`config.mk`:
```
export PLATFORM = sky130hd
export DESIGN_NAME = hyperbus_cfg_arbiter
export DESIGN_NICKNAME = d
export VERILOG_FILES = /design/src/rtl/hyperbus_cfg_pkg.sv /design/src/rtl/hyperbus_cfg_rr_arb.sv /design/src/rtl/hyperbus_cfg_arbiter.sv
export SDC_FILE = /design/constraint.sdc
export NUM_CORES = 1
export LEC_CHECK = 0
export ABC_CLOCK_PERIOD_IN_PS = 3150
export BUFFER_PORTS_ARGS = -buffer_cell sky130_fd_sc_hd__buf_2
export CAP_MARGIN = 10
export CORE_AREA = 2 2 121 123
export CTS_CLUSTER_DIAMETER = 50
export DETAILED_ROUTE_END_ITERATION = 8
export DIE_AREA = 0 0 123 125
export PLACE_DENSITY = 0.68
export REMOVE_ABC_BUFFERS = 1
export SLEW_MARGIN = 20
export SYNTH_ARGS = -nofsm -noshare
export SYNTH_HDL_FRONTEND = slang
export SYNTH_SLANG_ARGS = --single-unit
```
`constraint.sdc`:
```
create_clock -name clk_sys_i -period 3.15 [get_ports clk_sys_i]
set_clock_uncertainty 0.15 [all_clocks]
set_input_delay 0.315 -clock clk_sys_i [delete_from_list [all_inputs] [get_ports clk_sys_i]]
set_output_delay 0.315 -clock clk_sys_i [all_outputs]
set_load 0.02 [all_outputs]
```
`src/rtl/hyperbus_cfg_pkg.sv`:
```
// Shared types for the HyperBus configuration-port arbiter.
// The request struct is sized for the widest supported bus (64-bit address,
// 64-bit data); instances with narrower buses use the low bits of each field.
package hyperbus_cfg_pkg;

   localparam int CFG_MAX_ADDR_WIDTH = 64;
   localparam int CFG_MAX_DATA_WIDTH = 64;
   localparam int CFG_MAX_STRB_WIDTH = CFG_MAX_DATA_WIDTH / 8;

   typedef enum logic [1:0] {
      IDLE  = 2'd0,
      ISSUE = 2'd1,
      RESP  = 2'd2
   } cfg_state_t;

   typedef struct packed {
      logic [CFG_MAX_ADDR_WIDTH-1:0] addr;
      logic                          write;
      logic [CFG_MAX_DATA_WIDTH-1:0] wdata;
      logic [CFG_MAX_STRB_WIDTH-1:0] wstrb;
   } cfg_req_t;

endpackage

```
`src/rtl/hyperbus_cfg_rr_arb.sv`:
```
// Combinational round-robin grant: the search starts at the port after
// last_grant and wraps, so the port served most recently has lowest priority.
module hyperbus_cfg_rr_arb #(
   parameter int NR_PORTS = 2,
   parameter int IDX_W    = (NR_PORTS > 1) ? $clog2(NR_PORTS) : 1
) (
   input  logic [NR_PORTS-1:0] req,
   input  logic [IDX_W-1:0]    last_grant,
   output logic [NR_PORTS-1:0] grant,
   output logic [IDX_W-1:0]    grant_idx
);

   logic [IDX_W-1:0] cand;
   logic             found;

   // Walk the ports in rotated order and take the first one requesting
   always_comb begin
      grant     = '0;
      grant_idx = '0;
      cand      = '0;
      found     = 1'b0;
      for (int i = 1; i <= NR_PORTS; i++) begin
         cand = IDX_W'((int'(last_grant) + i) % NR_PORTS);
         if (!found && req[cand]) begin
            found       = 1'b1;
            grant_idx   = cand;
            grant[cand] = 1'b1;
         end
      end
   end

endmodule

```
`src/rtl/hyperbus_cfg_arbiter.sv`:
```
// Arbitrates several config-bus requesters onto the single HyperBus macro
// cfg port, one access at a time, round-robin between ports.
// Optional feature: define HYPERBUS_CFG_TIMEOUT_EN to abort a downstream
// access that stays outstanding for TIMEOUT_CYCLES cycles.
// ADDR_WIDTH and DATA_WIDTH are limited to 64 by the package request struct.
module hyperbus_cfg_arbiter
   import hyperbus_cfg_pkg::*;
#(
   parameter int NR_PORTS       = 2,
   parameter int ADDR_WIDTH     = 32,
   parameter int DATA_WIDTH     = 32,
   parameter int TIMEOUT_CYCLES = 255
) (
   input  logic                           clk_sys_i,
   input  logic                           rst_i,
   input  logic [NR_PORTS*ADDR_WIDTH-1:0] s_addr_i,
   input  logic [NR_PORTS-1:0]            s_write_i,
   input  logic [NR_PORTS*DATA_WIDTH-1:0] s_wdata_i,
   input  logic [NR_PORTS*(DATA_WIDTH/8)-1:0] s_wstrb_i,
   input  logic [NR_PORTS-1:0]            s_valid_i,
   output logic [NR_PORTS*DATA_WIDTH-1:0] s_rdata_o,
   output logic [NR_PORTS-1:0]            s_error_o,
   output logic [NR_PORTS-1:0]            s_ready_o,
   output logic [ADDR_WIDTH-1:0]          m_addr_o,
   output logic                           m_write_o,
   output logic [DATA_WIDTH-1:0]          m_wdata_o,
   output logic [DATA_WIDTH/8-1:0]        m_wstrb_o,
   output logic                           m_valid_o,
   input  logic [DATA_WIDTH-1:0]          m_rdata_i,
   input  logic                           m_error_i,
   input  logic                           m_ready_i,
   output logic                           timeout_o
);

   localparam int SW    = DATA_WIDTH / 8;
   localparam int IDX_W = (NR_PORTS > 1) ? $clog2(NR_PORTS) : 1;

   cfg_state_t            state_q, state_d;
   cfg_req_t              req_q;
   logic [IDX_W-1:0]      last_grant_q;
   logic [IDX_W-1:0]      arb_idx;
   logic [NR_PORTS-1:0]   arb_onehot;
   logic [DATA_WIDTH-1:0] resp_rdata_q;
   logic                  resp_error_q;
   logic                  timeout_hit;
   logic                  unused_bits;

   hyperbus_cfg_rr_arb #(
      .NR_PORTS (NR_PORTS),
      .IDX_W    (IDX_W)
   ) u_rr_arb (
      .req        (s_valid_i),
      .last_grant (last_grant_q),
      .grant      (arb_onehot),
      .grant_idx  (arb_idx)
   );

   // Fold the unused high struct bits and the one-hot grant into a sink
   assign unused_bits = ^{req_q, arb_onehot};

`ifdef HYPERBUS_CFG_TIMEOUT_EN
   logic [15:0] tmo_cnt_q;
   logic        timeout_q;

   // The abort fires in the last allowed ISSUE cycle unless the macro answers then
   assign timeout_hit = (state_q == ISSUE) && !m_ready_i &&
                        (tmo_cnt_q == 16'(TIMEOUT_CYCLES - 1));

   // Count waiting ISSUE cycles; restart from zero whenever we are not issuing
   always_ff @(posedge clk_sys_i) begin
      if (rst_i) begin
         tmo_cnt_q <= '0;
         timeout_q <= 1'b0;
      end else begin
         timeout_q <= timeout_hit;
         if (state_q != ISSUE) begin
            tmo_cnt_q <= '0;
         end else if (!m_ready_i) begin
            tmo_cnt_q <= tmo_cnt_q + 16'd1;
         end
      end
   end

   assign timeout_o = timeout_q;
`else
   logic [15:0] unused_timeout_cycles;

   assign unused_timeout_cycles = 16'(TIMEOUT_CYCLES);
   assign timeout_hit           = 1'b0;
   assign timeout_o             = 1'b0;
`endif

   // State register
   always_ff @(posedge clk_sys_i) begin
      if (rst_i) begin
         state_q <= IDLE;
      end else begin
         state_q <= state_d;
      end
   end

   // Next state: grant in IDLE, wait for the macro in ISSUE, one-cycle RESP
   always_comb begin
      state_d = state_q;
      case (state_q)
         IDLE:    if (|s_valid_i) state_d = ISSUE;
         ISSUE:   if (m_ready_i || timeout_hit) state_d = RESP;
         RESP:    state_d = IDLE;
         default: state_d = IDLE;
      endcase
   end

   // Latch the granted request in IDLE and capture the response in ISSUE
   always_ff @(posedge clk_sys_i) begin
      if (rst_i) begin
         req_q        <= '0;
         last_grant_q <= IDX_W'(NR_PORTS - 1);
         resp_rdata_q <= '0;
         resp_error_q <= 1'b0;
      end else begin
         if (state_q == IDLE && (|s_valid_i)) begin
            req_q.addr   <= CFG_MAX_ADDR_WIDTH'(s_addr_i[arb_idx*ADDR_WIDTH +: ADDR_WIDTH]);
            req_q.write  <= s_write_i[arb_idx];
            req_q.wdata  <= CFG_MAX_DATA_WIDTH'(s_wdata_i[arb_idx*DATA_WIDTH +: DATA_WIDTH]);
            req_q.wstrb  <= CFG_MAX_STRB_WIDTH'(s_wstrb_i[arb_idx*SW +: SW]);
            last_grant_q <= arb_idx;
         end
         if (state_q == ISSUE) begin
            if (m_ready_i) begin
               resp_rdata_q <= m_rdata_i;
               resp_error_q <= m_error_i;
            end else if (timeout_hit) begin
               resp_rdata_q <= '0;
               resp_error_q <= 1'b1;
            end
         end
      end
   end

   assign m_valid_o = (state_q == ISSUE);
   assign m_addr_o  = req_q.addr[ADDR_WIDTH-1:0];
   assign m_write_o = req_q.write;
   assign m_wdata_o = req_q.wdata[DATA_WIDTH-1:0];
   assign m_wstrb_o = req_q.wstrb[SW-1:0];

   // Route the captured response to the granted port only, during RESP
   always_comb begin
      s_ready_o = '0;
      s_error_o = '0;
      s_rdata_o = '0;
      if (state_q == RESP) begin
         s_ready_o[last_grant_q]                          = 1'b1;
         s_error_o[last_grant_q]                          = resp_error_q;
         s_rdata_o[last_grant_q*DATA_WIDTH +: DATA_WIDTH] = resp_rdata_q;
      end
   end

endmodule

```
==> results.md <==
Placed design:
- During placement, the flow inserted port buffers numbering 313.
- The placed instances occupy a cell area of between 0.006 and 0.007 mm2.
- The final weighted congestion of routability-driven global placement is 0.771.
- The worst slack after detailed placement is 1.23 ns.
- The HPWL reported at the end of detailed placement is 11600 um.
- The number of placed instances, taps included, is 1073.

Timing:
- Setup violations remaining at the end of the flow were counted as 0.
- The worst relative slew slack is about 48%.
- The transition time of the tightest slew-check pin is between 0.7 and 0.8 ns.
- The final hold violation count is 0.
- The final cycle utilization of the critical path is between 60% and 70%.
- The highest clock rate is approximately 470 MHz.
- On the final layout, the worst hold slack is 0.0514 ns.
- The worst-case setup margin in the final layout is roughly 1.0 ns.
- For the finished layout, the period the worst path requires is between 2 and 2.5 ns.
- Setup repair after global routing left no endpoint under its margin.
- The number of max-slew violations in the final report is 0.

Pwr:
- In this run the power density over the cells is approximately 520 mW/mm2.
- The power after layout is 3.55 mW.
- The proportion of power drawn by flip-flops and latches is between 40% and 50%.
- The net switching power figure is between 1 and 1.5 mW.
- The clock network is responsible for roughly a third of the overall power.
- Combinational cells account for approximately 23% of the total power.
- Summed over all cells, the static leakage comes to ~3.3 nW.
- The cell internal power dissipation is 2.50 mW.
- The switching power share of the total is between 20 and 30%.
- The maximum resistive drop on vdd is 324 uV.

Final layout:
- The sequential cells in the finished layout cover a total of around 0.0021 mm2.
- The area of all placed cells without fillers is ~0.0068 mm2.
- The signed area change from the synthesized netlist to the final layout is 40.2%.
- The count of antenna diodes in the layout is 0.
- The multi-input combinational cells in the finished layout cover a total of ~0.0025 mm2.
- Counting the fill cells in the layout gives about 1500.
- The count of cells in the finished layout, fillers not included, comes to between 1000 and 1500.
- The final layout contains ~1100 nets.
- The fraction of layout cells with a size suffix above 1 is ~39%.

Clock tree:
- The later pin in the worst-skew pair is clocked with a latency of 0.34 ns.
- The clock root buffer is clkbuf_16.
- After clock tree synthesis, the setup repair step added 0 buffers.
- The deepest clock path buffer count is 2.
- The H-tree was split into 3 levels.
- TritonCTS built the clock tree.
- The clock slew seen by the registers of the worst setup and hold paths is roughly 0.070 ns.
- The number of clock sinks is roughly 110.
- Hold repair after CTS inserted 0 buffers.
- The number of gates resized after CTS was 0.
- The number of buffers created by CTS is 9.

Detailed routing:
- Summing over every cut layer, the via total after detailed routing is ~5400.
- The count of unresolved DRC violations after routing is 0.
- The remaining antenna violation count is 0.
- The via density per instance is just under 5.
- The final wirelength is around 16000 um.
- The first routing iteration left roughly 180 violations.
- The mean routed wirelength per cell is between 15 and 20 um.
- The iteration count of the initial detailed-routing pass is 4.

Critical path:
- The worst setup path is launched from a flop.
- The endpoint required time on the critical path is between 2 and 3 ns.
- The worst setup slack for register-to-register paths is about 1.2 ns.
- In this run the critical register-to-register path is captured at m_addr_o[28]$_SDFFE_PP0P_.
- Among all stages on the critical path, the largest delay is contributed by dfxtp_1.
- For this run, the slowest stage of the critical path takes between 0.4 and 0.5 ns.
- Along the worst path, the maximum fanout reaches 33.
- For the worst setup path, the data arrival time is around 1.7 ns.
- The worst reg-to-reg path cell count is 4.
- The startpoint-to-endpoint class of the critical path is flop to output port.
- The critical path goes through and3b_1 > buf_4 > and2_1 > buf_2.
- STA classifies the critical path endpoint as an output port.

Synth:
- The Yosys step of the flow raised 0 warnings.
- Of the total synthesized cell area, the portion taken by XOR and XNOR cells is 0%.
- In this run the mean area of a mapped cell was slightly below 8 um2.
- Synthesis instantiated 22 different standard cells from the library.
- Summing the areas of all and, or, nand and nor instances in the mapped netlist gives 25.7% of the synthesized area.
- The number of enable-type register cells in the synthesized netlist is 0.
- Counting flops with an async set or reset pin after synthesis yields a share of 0%.
- After synthesis, the cell types taking the most area are dfxtp_1, nand2_1, a311oi_1, a21oi_1, and2_1.
- After technology mapping, the gate count stands at 628.
- The most common flop cell mapped by yosys is dfxtp_1.
- Of all cell types, the one taking the most synthesized area is dfxtp_1.
- The proportion of synthesized area in mux cells is 0%.
- The share of Yosys cell area claimed by the top area cell type is ~43%.
- By area, the combinational part of the netlist is dominated by simple AND/OR/NAND/NOR gates.
- The post-synthesis sequential element count is between 100 and 150.
- After synthesis, the most frequently instantiated cells are nand2_1, dfxtp_1, a21oi_1.
- Sequential cells were found to cover around 43% of the synthesized design area.
- Summing every instance area after synthesis gives between 0.004 and 0.005 mm2.
- Yosys instantiated no cell more often than nand2_1.
- Summing the areas of all compound-gate instances in the mapped netlist gives 25.0% of the synthesized area.
- Of the total synthesized cell area, the portion taken by full adders, half adders and majority gates is 0%.

Die:
- The die covers approximately 0.015 mm2.
- Measured along the y axis, the die boundary spans around 130 um.
- After floorplanning, the core was divided into between 40 and 50 placement rows.
- The initial utilization of the core area, before any placement, comes to 34.3%.
- The floorplan step set the die width to around 120 um.
- The I/O pin count is 315.
- The area of the core region is 0.0142 mm2.

Run status:
- The run finished with clean final reports.

Global route:
- The aggregate global-route resource usage is between 20% and 30%.
- The first-pass GRT wire length is between 20000 and 25000 um.
- The total overflow reported by the global router is 0.
- Entering global routing, the biggest net connects 71 pins.
- The number of antenna violations at the first check in global routing is 0.
- The number of global-route vias before repair was between 4000 and 5000.

Worst hold path:
- The path with the worst hold slack has its endpoint at resp_rdata_q[2]$_SDFFE_PP0P_.
- The launch instance of the worst min-delay path is m_rdata_i[2].
- The number of stages on the worst hold path is 3.
- The type of the worst min-delay path is primary input to flop.

Run:
- The max-cap check violation count is 0.
## worst max-delay path: cells and delay by family, from the launching register on
family                 cells  cell delay, ns
buffers and inverters      2            0.43
DFF                        1            0.46
and+or+nand+nor            2            0.42
## flip-flops by register name, indices dropped and copies added, names as in the netlist, named ones only
name	flops
m_addr_o	32
m_wdata_o	32
resp_rdata_q	32
m_wstrb_o	4
state_q	2
m_write_o	1
resp_error_q	1
## cell type report
class / instances / area share, %
Multi-Input combinational cell: 458 / 36.5
Sequential cell: 105 / 30.8
Timing Repair Buffer: 325 / 24.5
Clock buffer: 14 / 3.87
Tap cell: 184 / 3.37
Clock inverter: 2 / 0.880
Inverter: 1 / 0.0550
## cell usage in the layout (no fill, tap or decap)
cell type  instances
buf_2            312
conb_1             1
a21oi_1          102
nand2_1          205
and3b_1            2
a221o_1            1
clkbuf_1           3
clkbuf_8           2
a21bo_2            1
nor2b_1            2
a311oi_1          59
nor2_4             1
clkbuf_16          9
a22oi_1            1
and2_2             1
nand3b_1           1
nor2_1             2
a311oi_2          10
or2_2              1
dfxtp_1          105
bufinv_16          2
a21boi_4           1
and2_1            66
nor3b_2            1
buf_12             1
buf_4             12
inv_1              1
## per-stage QoR
step / utilization [%] / TNS, ns
global placement: 45.8 / 0
detailed placement: 45.8 / 0
finish: 48.0 / 0
global route: 48.0 / 0
CTS: 48.0 / 0
floorplan: - / -102.34
## power groups by stage
stage          clock (mW)  sequential [mW]  combinational [mW]
6_report             1.22             1.53               0.797
2_1_floorplan           0             1.68               0.324
4_1_cts              1.25             1.53               0.805
3_5_place_dp            0             1.56               0.806
5_1_grt              1.31             1.55               0.872
3_3_place_gp            0             1.56               0.799
## worst max-delay path by stage
stage | cells after the start | to | slack, ns
4_1_cts | 4 | s_rdata_o[49] | 0.97
5_1_grt | 4 | s_rdata_o[41] | 0.90
2_1_floorplan | 3 | m_wdata_o[10]$_SDFFE_PP0P_ | -1.51
3_5_place_dp | 4 | m_addr_o[28]$_SDFFE_PP0P_ | 1.23
6_report | 4 | s_rdata_o[38] | 1.02
3_3_place_gp | 4 | m_addr_o[13]$_SDFFE_PP0P_ | 1.27
## cell families (layout without fill, tap and decap cells)
kind of cell           count (synthesis)  after routing
AOI/OAI and AO/OA                    175            175
buffers and inverters                 65            342
DFF                                  105            105
other                                  1              1
and+or+nand+nor                      282            282
## layer usage
metal,wire length [um],global-route usage [%]
met3,1580,6.75
met2,7960,35.4
met5,0,0
met1,6610,23.5
met4,250,5.95
Note: power is estimated with default switching activity, not from simulation.
